==> src/rtl/buffer_sched_pkg.sv <==
// Shared sizing and SRAM encoding constants for the 16-entry bit buffer scheduler.
package buffer_sched_pkg;
    localparam int DEPTH = 16;
    localparam int AW    = 4;
    localparam int CW    = 5;

    localparam logic SRAM_WRITE = 1'b1;
    localparam logic SRAM_READ  = 1'b0;
    localparam logic DEN_ON     = 1'b0;
    localparam logic DEN_OFF    = 1'b1;

    typedef struct packed {
        logic          den;
        logic          rdwr;
        logic [AW-1:0] addr1;
        logic [AW-1:0] addr2;
        logic          wline;
    } sram_cmd_t;
endpackage

==> src/rtl/rr_arb2.sv <==
// Two-requester round-robin arbiter; combinational grant, priority flips to the loser
// on any grant taken while update is high. Requester 0 is favoured after reset.
module rr_arb2 (
    input  logic clk,
    input  logic reset,
    input  logic req0,
    input  logic req1,
    input  logic update,
    output logic gnt0,
    output logic gnt1
);
    logic prio1;

    always_comb begin
        gnt0 = req0 && (!req1 || !prio1);
        gnt1 = req1 && (!req0 ||  prio1);
    end

    always_ff @(posedge clk) begin
        if (reset) begin
            prio1 <= 1'b0;
        end else if (update && (gnt0 || gnt1)) begin
            prio1 <= gnt0;
        end
    end
endmodule

==> src/rtl/buffer_sched.sv <==
// 16-entry bit circular buffer over a 1-op/cycle SRAM; SRAM op one cycle after grant,
// read data valid two cycles after grant. Refused requests get no ack and must be held.
module buffer_sched
    import buffer_sched_pkg::*;
(
    input  logic          clk,
    input  logic          reset,
    input  logic          flush,
    input  logic          wr_req,
    input  logic          wr_bit,
    output logic          wr_ack,
    input  logic          rd_req,
    output logic          rd_ack,
    output logic          rd_valid,
    output logic          rd_data0,
    output logic          rd_data1,
    output logic [CW-1:0] count,
    output logic          full,
    output logic          empty,
    output logic [AW-1:0] sram_addr1,
    output logic [AW-1:0] sram_addr2,
    output logic          sram_wline,
    output logic          sram_rdwr,
    output logic          sram_den,
    input  logic          sram_rline1,
    input  logic          sram_rline2
);
    logic [AW-1:0] wptr;
    logic [AW-1:0] rptr;
    logic [CW-1:0] cnt;
    logic          rd_pend;
    sram_cmd_t     cmd;
    logic          wr_elig;
    logic          rd_elig;
    logic          allow;
    logic          gnt_w;
    logic          gnt_r;

    assign full    = (cnt == CW'(DEPTH));
    assign empty   = (cnt == '0);
    assign count   = cnt;
    assign wr_elig = wr_req && !full;
    assign rd_elig = rd_req && (cnt >= CW'(2));
    assign allow   = !reset && !flush;

    // Priority only advances on a grant that is actually issued.
    rr_arb2 u_arb (
        .clk    (clk),
        .reset  (reset),
        .req0   (wr_elig),
        .req1   (rd_elig),
        .update (allow),
        .gnt0   (gnt_w),
        .gnt1   (gnt_r)
    );

    assign wr_ack = gnt_w && allow;
    assign rd_ack = gnt_r && allow;

    assign sram_den   = cmd.den;
    assign sram_rdwr  = cmd.rdwr;
    assign sram_addr1 = cmd.addr1;
    assign sram_addr2 = cmd.addr2;
    assign sram_wline = cmd.wline;

    always_ff @(posedge clk) begin
        if (reset) begin
            wptr     <= '0;
            rptr     <= '0;
            cnt      <= '0;
            rd_pend  <= 1'b0;
            rd_valid <= 1'b0;
            rd_data0 <= 1'b0;
            rd_data1 <= 1'b0;
            cmd      <= '{den: DEN_OFF, rdwr: SRAM_READ, addr1: '0, addr2: '0, wline: 1'b0};
        end else begin
            // An in-flight read completes even across a flush.
            rd_valid <= rd_pend;
            if (rd_pend) begin
                rd_data0 <= sram_rline1;
                rd_data1 <= sram_rline2;
            end
            rd_pend  <= rd_ack;
            cmd.den  <= DEN_OFF;
            cmd.rdwr <= SRAM_READ;
            if (flush) begin
                wptr <= '0;
                rptr <= '0;
                cnt  <= '0;
            end else if (wr_ack) begin
                cmd.den   <= DEN_ON;
                cmd.rdwr  <= SRAM_WRITE;
                cmd.addr1 <= wptr;
                cmd.wline <= wr_bit;
                wptr      <= wptr + AW'(1);
                cnt       <= cnt + CW'(1);
            end else if (rd_ack) begin
                cmd.den   <= DEN_ON;
                cmd.rdwr  <= SRAM_READ;
                cmd.addr1 <= rptr;
                cmd.addr2 <= rptr + AW'(1);
                rptr      <= rptr + AW'(2);
                cnt       <= cnt - CW'(2);
            end
        end
    end
endmodule

==> config.mk <==
export PLATFORM = sky130hd
export DESIGN_NAME = buffer_sched
export DESIGN_NICKNAME = d
export VERILOG_FILES = /design/src/rtl/buffer_sched_pkg.sv /design/src/rtl/rr_arb2.sv /design/src/rtl/buffer_sched.sv
export SDC_FILE = /design/constraint.sdc
export NUM_CORES = 1
export LEC_CHECK = 0
export ABC_CLOCK_PERIOD_IN_PS = 4400
export CAP_MARGIN = 30
export CORE_ASPECT_RATIO = 1.1
export CORE_UTILIZATION = 45
export CTS_CLUSTER_DIAMETER = 60
export DETAILED_ROUTE_END_ITERATION = 10
export GPL_TIMING_DRIVEN = 1
export PLACE_DENSITY = 0.77
export SYNTH_ARGS = -nofsm -noshare
export SYNTH_HDL_FRONTEND = slang
export SYNTH_SLANG_ARGS = --single-unit
==> constraint.sdc <==
create_clock -name clk -period 4.4 [get_ports clk]
set_input_delay 0.88 -clock clk [delete_from_list [all_inputs] [get_ports clk]]
set_output_delay 0.88 -clock clk [all_outputs]
set_load 0.01 [all_outputs]
==> summary.txt, run 1 <==
Run status
  – Result of the run: finished clean

Floorplan
  – Die boundary width: 53.4 µm
  – Count of pins on the block boundary: 31
  – Initial core utilization: 0.472
  – Number of core rows: 20
  – Placeable core region: approximately 0.0028 mm²
  – Die Span Y: 58.6 µm
  – Total die area: 0.00313 mm²

Yosys
  – Number of synthesized register bits: 28
  – Gate Count Post-Synth: 149
  – Count of distinct cell types in the synthesized netlist: 39
  – Number of enable-type register cells in the synthesized netlist: 0
  – Post-synthesis instance area: ~0.0013 mm²
  – Per-instance average area after synthesis: around 8.8 µm²
  – Syn. warnings: 0
  – Primary flip-flop cell chosen by synthesis mapping: sky130_fd_sc_hd__dfxtp_1
  – Post-synthesis async set-or-reset flop share: 0
  – Syn_nets: approximately 160
  – Sequential-to-total area share from yosys stat: 0.428

Setup path
  – Worst EP required: between 3 and 4 ns
  – Crit start category: flop
  – Endpoint type of the worst setup path: primary output
  – Worst Path Class, Setup: flop to primary output
  – Terminus of the critical flop-to-flop path: sram_addr1[1]
  – Source of the worst register-to-register timing path: count[1]
  – Slack of the worst reg-to-reg path: 2.16 ns
  – Largest fanout of any net on the critical path: 8
  – Worst reg2reg path depth: 7
  – Worst EP arrival: a little under 3 ns

Flow run
  – MaxCap Viol Count: 0

Clock network
  – CTS buffer count: 3
  – Cells resized by post-CTS repair: 0
  – Number of H-tree levels: 1
  – Bufs on Longest Clock Path: 2
  – Cts-stage hold buffer count: 0
  – Root buffer cell: sky130_fd_sc_hd__clkbuf_4
  – Clock edge transition at the registers on the reported setup and hold paths: roughly 0.15 ns
  – CTS tree: done
  – Total number of clock tree sinks: 28
  – Setup bufs post-CTS: 0
  – Clock latency of the later-clocked register in the worst-skew pair: roughly 0.32 ns

Final layout
  – Filler cells: 263
  – # nets final: 193
  – Fraction of final layout cells sized beyond drive strength 1: 0.0621
  – Diodes inserted: 0
  – Synth-to-layout area growth: 28.7%

Timing
  – Max Clk Rate: about 260 MHz
  – Post-route worst setup slack: around 0.62 ns
  – Hold Fails Final Rpt: 0
  – Final critical delay including setup and external delays: 3.78 ns
  – Setup skew after layout: ~0.0071 ns
  – Max Transition Viols Final: 0
  – Max-Slew Margin vs Limit: 0.578
  – Total negative slack: 0 ns
  – Number of setup violations in the final report: 0
  – Setup repair after global routing missed its margin: no
  – Slew at the pin closest to its max-slew limit: between 0.6 and 0.7 ns
  – Crit share post-route: 0.859

Pwr
  – VDD IR max: 0.176 mV
  – Total power density per cell area: 288 mW/mm²
  – Pleak: approximately 0.00066 µW

Worst hold path
  – Worst Hold Path Cells: 2
  – Hold Path Class: flop to flop
  – Hold EP: sram_addr1[0]
  – Hold Startpoint: sram_addr1[0]

Placed design
  – Dpl ws: around 0.64 ns
  – Half-perimeter wire length after placement: approximately 2300 µm
  – Port-buffer cells: 30
  – Gpl congestion: approximately 0.89

GRT
  – Number of antenna violations at the first check in global routing: 0
  – Vias in the first global route: 1175
  – Largest net degree at the start of global routing: 17
  – All-Layer GR Usage: 0.221
  – Global-route congestion overflow total: 0
  – Wire length of the first global-routing pass: ~5100 µm

Detailed routing
  – Count of vias placed by the detailed router: about 1200
  – Final antenna-violating net count: 0
  – Aggregate routed wire length: 3100 µm
  – DRC marker count from the first detailed-route iteration: 25
  – Routed wire per std cell: 14.8 µm
  – Number of vias per cell: between 5 and 6
  – Drt pass-1 iters: 5
  – Number of remaining DRC errors: 0
==> where the power goes <==
part	switching, µW	leakage, µW	internal (µW)
sequential	5.72	0.000227	260
combinational	28.5	0.000404	27.6
clock	72.5	0.0000279	92.1
==> cell families (layout without fill, tap and decap cells) <==
logic type | count (synthesis) | after routing | synth area share
mux | 4 | 4 | 0.0306
simple gates | 43 | 43 | 0.177
flops | 28 | 28 | 0.428
fa+ha+maj | 7 | 7 | 0.0669
compound gates | 45 | 45 | 0.229
buf+inv | 21 | 49 | 0.0621
xor+xnor | 1 | 1 | 0.00669
==> critical path, cell delays in order, from the launching register on <==
cell	delay [ns]
sky130_fd_sc_hd__dfxtp_1	0.41
sky130_fd_sc_hd__inv_1	0.13
sky130_fd_sc_hd__ha_1	0.19
sky130_fd_sc_hd__or3b_1	0.46
sky130_fd_sc_hd__o21ai_0	0.42
sky130_fd_sc_hd__nand3_1	0.28
sky130_fd_sc_hd__inv_2	0.16
sky130_fd_sc_hd__clkdlybuf4s50_1	0.54
==> metal layers <==
layer  global-route usage  up-vias  wire length (µm)
met1                0.275      583              1360
li1                     -      597                 -
met5                    0        -                 0
met3               0.0362       10               159
met4                0.102        0                79
met2                0.366       49              1500
==> Yosys cell counts (2+ instances only) <==
cell type / n / share of area
sky130_fd_sc_hd__nand2_1: 11 / 0.032
sky130_fd_sc_hd__a21oi_1: 10 / 0.038
sky130_fd_sc_hd__o211ai_1: 3 / 0.017
sky130_fd_sc_hd__o21ai_0: 12 / 0.046
sky130_fd_sc_hd__and2_1: 2 / 0.0095
sky130_fd_sc_hd__or3_1: 5 / 0.024
sky130_fd_sc_hd__o221a_2: 3 / 0.026
sky130_fd_sc_hd__inv_1: 12 / 0.034
sky130_fd_sc_hd__o21a_1: 3 / 0.017
sky130_fd_sc_hd__nor2b_1: 2 / 0.0095
sky130_fd_sc_hd__a31oi_1: 2 / 0.0095
sky130_fd_sc_hd__buf_2: 2 / 0.0076
sky130_fd_sc_hd__nor2_1: 6 / 0.017
sky130_fd_sc_hd__mux2i_1: 4 / 0.031
sky130_fd_sc_hd__nand3_1: 5 / 0.019
sky130_fd_sc_hd__clkbuf_1: 4 / 0.011
sky130_fd_sc_hd__buf_1: 2 / 0.0057
sky130_fd_sc_hd__o311ai_0: 2 / 0.013
sky130_fd_sc_hd__o31ai_1: 3 / 0.017
sky130_fd_sc_hd__nor3_1: 2 / 0.0076
sky130_fd_sc_hd__dfxtp_1: 28 / 0.43
sky130_fd_sc_hd__nand4_1: 3 / 0.014
sky130_fd_sc_hd__ha_1: 7 / 0.067
==> layout make-up <==
cell class / instances / area [µm²] / area share
Clock buffer: 3 / 22.5 / 0.0134
Clock inverter: 1 / 30.0 / 0.0178
Inverter: 13 / 48.8 / 0.0289
Multi-Input combinational cell: 100 / 668 / 0.396
Sequential cell: 28 / 561 / 0.332
Tap cell: 33 / 41.3 / 0.0245
Timing Repair Buffer: 32 / 315 / 0.187
==> flip-flops by register name, indices dropped and copies added (netlist names), 3 cells and up <==
register    flops
sram_addr2      4
rptr            3
count           5
wptr            4
sram_addr1      4
==> worst max path at each step <==
| stage | from | end | slack [ns] |
|---|---|---|---|
| after floorplan | count[2] | wr_ack | 1.68 |
| after global placement | flush | wr_ack | 0.73 |
| after detailed placement | flush | wr_ack | 0.64 |
| after CTS | flush | wr_ack | 0.63 |
| after global routing | count[1] | wr_ack | 0.44 |
| final | count[1] | wr_ack | 0.62 |
==> through the flow <==
step / hold WS, ns / std cells / power, µW / area [µm²] / util
floorplan: 0.452 / 149 / 299 / 1310 / -
global placement: 0.447 / 206 / 325 / 1630 / 0.588
detailed placement: 0.446 / 206 / 327 / 1630 / 0.588
CTS: 0.465 / 210 / 488 / 1690 / 0.607
global route: 0.482 / 210 / 506 / 1690 / 0.607
finish: 0.463 / 210 / 486 / 1690 / 0.607
==> placed cells by master (no fill, tap or decap), types with 3 or more instances in the layout <==
cell type | synthesis | routed
sky130_fd_sc_hd__clkdlybuf4s50_1 | 0 | 30
sky130_fd_sc_hd__dfxtp_1 | 28 | 28
sky130_fd_sc_hd__o21ai_0 | 12 | 12
sky130_fd_sc_hd__inv_1 | 12 | 12
sky130_fd_sc_hd__nand2_1 | 11 | 11
sky130_fd_sc_hd__a21oi_1 | 10 | 10
sky130_fd_sc_hd__ha_1 | 7 | 7
sky130_fd_sc_hd__nor2_1 | 6 | 6
sky130_fd_sc_hd__nand3_1 | 5 | 5
sky130_fd_sc_hd__or3_1 | 5 | 5
sky130_fd_sc_hd__mux2i_1 | 4 | 4
sky130_fd_sc_hd__o221a_2 | 3 | 3
sky130_fd_sc_hd__o21a_1 | 3 | 3
sky130_fd_sc_hd__o31ai_1 | 3 | 3
sky130_fd_sc_hd__nand4_1 | 3 | 3
sky130_fd_sc_hd__o211ai_1 | 3 | 3
sky130_fd_sc_hd__clkbuf_4 | 0 | 3
Note: power is estimated with default switching activity, not from simulation.
==> run 2, diff against run 1 <==
Settings changed: SYNTH_HIERARCHICAL from default to 1.
==> summary.txt, run 2 <==
Yosys
  – Syn_nets: ~160
  – Post-synthesis instance area: between 0.001 and 0.0015 mm²
  – Syn. warnings: 6
  – Synthesized-area fraction occupied by ao, oa, aoi and oai cells: 0.145
  – Number of enable-type register cells in the synthesized netlist: 0
  – Number of synthesized register bits: 28
  – Most frequent cells after synthesis: sky130_fd_sc_hd__dfxtp_1, sky130_fd_sc_hd__nor2_1, sky130_fd_sc_hd__nand2_1
  – Post-synthesis async set-or-reset flop share: 0
  – Area leader, netlist: sky130_fd_sc_hd__dfxtp_1
  – Count of distinct cell types in the synthesized netlist: 34
  – Share of synthesized cell area in full adder, half adder and majority cells: 0.0668
  – Basic-gate share of the synthesized area counting and, or, nand and nor cells: 0.213
  – Xor and xnor fraction of the mapped netlist area: 0.0468
  – Sequential-to-total area share from yosys stat: 0.427
  – Most common cell in the synthesized netlist: sky130_fd_sc_hd__dfxtp_1
  – Proportion of netlist area held by the largest area contributor: 0.427
  – Multiplexer share of the synthesized area: 0.0534
  – Area contributors post-synth: sky130_fd_sc_hd__dfxtp_1, sky130_fd_sc_hd__ha_1, sky130_fd_sc_hd__mux2i_1
  – Primary flip-flop cell chosen by synthesis mapping: sky130_fd_sc_hd__dfxtp_1
  – Dominant combinational cell family by area after synthesis: simple AND/OR/NAND/NOR gates
  – Per-instance average area after synthesis: approximately 9.3 µm²
  – Gate Count Post-Synth: about 140

Floorplan
  – Die boundary width: 53.5 µm
  – Count of pins on the block boundary: 31
  – Total die area: between 0.003 and 0.004 mm²
  – Placeable core region: ~0.0028 mm²
  – Number of core rows: 20
  – Die Span Y: between 50 and 60 µm
  – Initial core utilization: 0.472

Run status
  – Result of the run: finished clean

Timing
  – Max Clk Rate: between 200 and 300 MHz
  – Number of setup violations in the final report: 0
  – Setup skew after layout: 0.00195 ns
  – Max Transition Viols Final: 0
  – Crit share post-route: 0.865
  – Hold Fails Final Rpt: 0
  – Max-Slew Margin vs Limit: 0.565
  – Setup repair after global routing missed its margin: no
  – Final critical delay including setup and external delays: about 3.8 ns
  – Total negative slack: 0 ns
  – Slew at the pin closest to its max-slew limit: 0.653 ns

GRT
  – Global-route congestion overflow total: 0
  – Largest net degree at the start of global routing: 26
  – Wire length of the first global-routing pass: 4440 µm
  – Number of antenna violations at the first check in global routing: 0
  – All-Layer GR Usage: 0.190
  – Vias in the first global route: between 1000 and 1500

Final layout
  – # nets final: 187
  – Diodes inserted: 0
  – Most used cells in the layout excluding fill and tap cells: sky130_fd_sc_hd__clkdlybuf4s50_1, sky130_fd_sc_hd__dfxtp_1, sky130_fd_sc_hd__nor2_1
  – Fraction of final layout cells sized beyond drive strength 1: 0.0765
  – FF/Latch Area: 561 µm²
  – Filler cells: around 250
  – Non-filler cells, final: just over 200
  – Leading cell type in the layout, fill and taps excluded: sky130_fd_sc_hd__clkdlybuf4s50_1
  – Synth-to-layout area growth: 26.4%
  – Flip-flop count of the largest register, all copies and words added: 5
  – Multi-input combinational cell area: ~690 µm²

Clock network
  – Cells resized by post-CTS repair: 0
  – Total number of clock tree sinks: 28
  – Bufs on Longest Clock Path: 2
  – CTS buffer count: 3
  – Clock latency of the later-clocked register in the worst-skew pair: 0.32 ns
  – Cts-stage hold buffer count: 0
  – Root buffer cell: sky130_fd_sc_hd__clkbuf_4
  – CTS tree: done
  – Clock edge transition at the registers on the reported setup and hold paths: 0.14 ns
  – Setup bufs post-CTS: 0
  – Number of H-tree levels: 1

Detailed routing
  – Routed wire per std cell: about 13 µm
  – Final antenna-violating net count: 0
  – Number of vias per cell: about 5.3
  – DRC marker count from the first detailed-route iteration: 14
  – Number of remaining DRC errors: 0
  – Drt pass-1 iters: 4
  – Count of vias placed by the detailed router: 1082
  – Aggregate routed wire length: about 2700 µm

Flow run
  – MaxCap Viol Count: 0

Setup path
  – Crit start category: primary input
  – Largest fanout of any net on the critical path: 18
  – Endpoint type of the worst setup path: primary output
  – Worst EP arrival: around 3 ns
  – CP cell instances: clkdlybuf4s50_1 > or2_1 > inv_2 > and2_1 > clkdlybuf4s50_1
  – Largest stage delay, worst path: 0.63 ns
  – Worst-path cell with the longest stage delay: sky130_fd_sc_hd__clkdlybuf4s50_1
  – Worst Path Class, Setup: primary input to primary output
  – Worst EP required: about 3.5 ns
  – Crit path top cell by count: sky130_fd_sc_hd__clkdlybuf4s50_1

Worst hold path
  – Hold Path Class: flop to flop

Placed design
  – Gpl congestion: between 0.7 and 0.8
  – Total instance count after detailed placement: 200
  – Half-perimeter wire length after placement: around 2000 µm
  – Port-buffer cells: 30

Pwr
  – Pleak: between 0.0006 and 0.0007 µW
  – Total power density per cell area: 246 mW/mm²
  – VDD IR max: around 0.16 mV
  – Pwr Total: around 410 µW
run 2: cell types whose count changed after synthesis, moves of 4 or more:
cell	change
sky130_fd_sc_hd__o21ai_1	+4
sky130_fd_sc_hd__o21ai_0	-7
sky130_fd_sc_hd__or3_1	-4
sky130_fd_sc_hd__xor2_1	+5
sky130_fd_sc_hd__nor2_1	+8
sky130_fd_sc_hd__nand3b_1	+7
sky130_fd_sc_hd__inv_1	-7
run 2: path summary, 6_finish.rpt:
check	from	end	slack, ns	cells after the start
worst max-delay path	flush	wr_ack	0.59	5
worst min-delay path	sram_addr2[0]	sram_addr2[0]	0.49	2
worst max register to register	count[1]	rptr[2]	1.90	9
worst min register to register	sram_addr2[0]	sram_addr2[0]	0.49	2
run 2: per-layer routing:
metal,global-route usage,vias up,part of all wire
li1,-,539,-
met1,0.216,512,0.46
met2,0.343,26,0.49
met3,0.0388,5,0.035
met4,0.0639,0,0.013
met5,0,-,0
run 2: metrics by stage:
step	cell area, µm²	setup slack (ns)	utilization	hold WS, ns
floorplan	1310	1.52	-	0.457
global placement	1640	0.654	0.589	0.462
detailed placement	1640	0.616	0.589	0.469
CTS	1660	0.612	0.597	0.493
global route	1660	0.490	0.597	0.507
finish	1660	0.595	0.597	0.490
run 2: final cells by class:
type | instances | share of cell area
Sequential cell | 28 | 0.338
Tap cell | 33 | 0.0249
Timing Repair Buffer | 33 | 0.195
Inverter | 6 | 0.0136
Multi-Input combinational cell | 100 | 0.415
Clock buffer | 3 | 0.0136
run 2: power by group:
part           switching [µW]  leakage, µW  internal, µW  total (µW)
Combinational            21.3     0.000370          22.4        43.7
Clock                    71.6    0.0000138          32.1         104
Sequential               3.57     0.000226           257         261
run 2: logic make-up (layout without fill, tap and decap cells):
family                   count (synthesis)  in the layout
multiplexers                             7              7
flip-flops                              28             28
buffers and inverters                   13             42
adder cells (fa/ha/maj)                  7              7
AND/OR/NAND/NOR                         50             50
XOR/XNOR                                 7              7
AO/OA/AOI/OAI                           29             29
run 2: worst max-delay path: cells and delay by family:
kind / cells / cell delay, ns
and+or+nand+nor: 2 / 0.78
buffers and inverters: 3 / 1.26
==> run 3, diff against run 2 <==
Settings changed: CTS_BUF_LIST from default to sky130_fd_sc_hd__clkbuf_8, GPL_TIMING_DRIVEN 1 to 0.
==> summary.txt, run 3 (same netlist as run 2, synthesis figures left out) <==
Run status
  – Result of the run: finished clean

Clock network
  – Cells resized by post-CTS repair: 0
  – CTS tree: done
  – Setup bufs post-CTS: 0
  – Clock edge transition at the registers on the reported setup and hold paths: about 0.09 ns
  – Total number of clock tree sinks: 28
  – Root buffer cell: sky130_fd_sc_hd__clkbuf_8
  – Bufs on Longest Clock Path: 2
  – Number of H-tree levels: 1
  – CTS buffer count: 3
  – Clock latency of the later-clocked register in the worst-skew pair: approximately 0.27 ns
  – Cts-stage hold buffer count: 0

Floorplan
  – Initial core utilization: 0.472
  – Die Span Y: 58.6 µm
  – Die boundary width: between 50 and 60 µm
  – Count of pins on the block boundary: 31
  – Placeable core region: 0.00278 mm²
  – Number of core rows: 20
  – Total die area: roughly 0.0031 mm²

Worst hold path
  – Hold Path Class: flop to flop
  – Hold EP: sram_addr1[0]
  – Hold Startpoint: sram_addr1[0]
  – Worst Hold Path Cells: 2

GRT
  – All-Layer GR Usage: 0.195
  – Largest net degree at the start of global routing: 16
  – Global-route congestion overflow total: 0
  – Number of antenna violations at the first check in global routing: 0
  – Wire length of the first global-routing pass: between 4000 and 5000 µm
  – Vias in the first global route: 1082

Detailed routing
  – Aggregate routed wire length: approximately 2600 µm
  – Final antenna-violating net count: 0
  – Routed wire per std cell: between 10 and 15 µm
  – Drt pass-1 iters: 4
  – Number of remaining DRC errors: 0
  – Number of vias per cell: between 5 and 6
  – DRC marker count from the first detailed-route iteration: 13
  – Count of vias placed by the detailed router: ~1100

Flow run
  – MaxCap Viol Count: 0

Pwr
  – VDD IR max: ~0.22 mV
  – Pleak: between 0.0006 and 0.0007 µW
  – Total power density per cell area: 270 mW/mm²

Placed design
  – Half-perimeter wire length after placement: around 2000 µm
  – Post-place instance area: 0.00165 mm²
  – Total instance count after detailed placement: 204
  – Gpl congestion: roughly 0.80
  – Port-buffer cells: 30

Setup path
  – Crit start category: primary input
  – Worst reg2reg path depth: 9
  – Endpoint type of the worst setup path: primary output
  – Worst Path Class, Setup: primary input to primary output
  – Worst EP arrival: about 3.3 ns
  – Slack of the worst reg-to-reg path: 1.65 ns
  – Largest fanout of any net on the critical path: 10
  – Worst EP required: between 3 and 4 ns
  – Terminus of the critical flop-to-flop path: count[4]
  – Source of the worst register-to-register timing path: count[1]

Timing
  – Max-Slew Margin vs Limit: 0.484
  – Slew at the pin closest to its max-slew limit: between 0.7 and 0.8 ns
  – Total negative slack: 0 ns
  – Max Transition Viols Final: 0
  – Max Clk Rate: between 200 and 250 MHz
  – Number of setup violations in the final report: 0
  – Final critical delay including setup and external delays: around 4.1 ns
  – Hold Fails Final Rpt: 0
  – Setup skew after layout: ~0.0025 ns
  – Setup repair after global routing missed its margin: no
  – Crit share post-route: 0.939
  – WHS: 0.480 ns

Final layout
  – Flip-flop count of the largest register, all copies and words added: 5
  – Fraction of final layout cells sized beyond drive strength 1: 0.0971
  – Diodes inserted: 0
  – Most used cells in the layout excluding fill and tap cells: sky130_fd_sc_hd__clkdlybuf4s50_1, sky130_fd_sc_hd__dfxtp_1, sky130_fd_sc_hd__nor2_1
  – Post-route cell area: roughly 0.0017 mm²
  – Non-filler cells, final: between 200 and 250
  – # nets final: between 150 and 200
  – Synth-to-layout area growth: 30.2%
  – Leading cell type in the layout, fill and taps excluded: sky130_fd_sc_hd__clkdlybuf4s50_1
## run 3: changes by cell type in the layout (fill, tap and decap cells not counted), sizes merged
cell,previous run,this run
buf,3,6
clkbuf,3,5
## run 3: worst max path at each step
stage	slack (ns)	to	startpoint	cells after the start
final	0.27	wr_ack	wr_req	6
after global routing	0.12	wr_ack	count[1]	8
after CTS	0.30	wr_ack	wr_req	6
after detailed placement	0.33	wr_ack	wr_req	6
after global placement	0.33	wr_ack	wr_req	6
after floorplan	1.52	wr_ack	count[1]	7
## run 3: layer usage
layer	GRT usage	share of wire
met1	0.218	0.47
met2	0.352	0.47
met3	0.0310	0.036
met4	0.0865	0.015
met5	0	0
## run 3: layout make-up
class                           instances  area, µm²
Inverter                                6       22.5
Clock buffer                            4       55.1
Sequential cell                        28        561
Multi-Input combinational cell        100        688
Fill cell                             242       1070
Buffer                                  7       40.0
Timing Repair Buffer                   30        300
Tap cell                               33       41.3
## run 3: worst max-delay path: stages
cell and delay [ns]:
sky130_fd_sc_hd__clkdlybuf4s50_1 0.46, sky130_fd_sc_hd__nor2b_1 0.21, sky130_fd_sc_hd__a21boi_0 0.66, sky130_fd_sc_hd__buf_2 0.36, sky130_fd_sc_hd__and2_1 0.15, sky130_fd_sc_hd__clkdlybuf4s50_1 0.53
## run 3: through the flow
stage                     total power, µW  worst slack, ns   util
after CTS                             466            0.303  0.615
after floorplan                       291             1.52      -
after detailed placement              311            0.329  0.595
after global placement                310            0.329  0.595
final                                 461            0.267  0.615
after global routing                  481            0.118  0.615
## run 3: where the power goes
group	total [µW]	internal, µW	switching [µW]
registers	260	257	3.39
logic	45.3	23.2	22.1
clock network	156	80.0	75.7
total	461	360	101
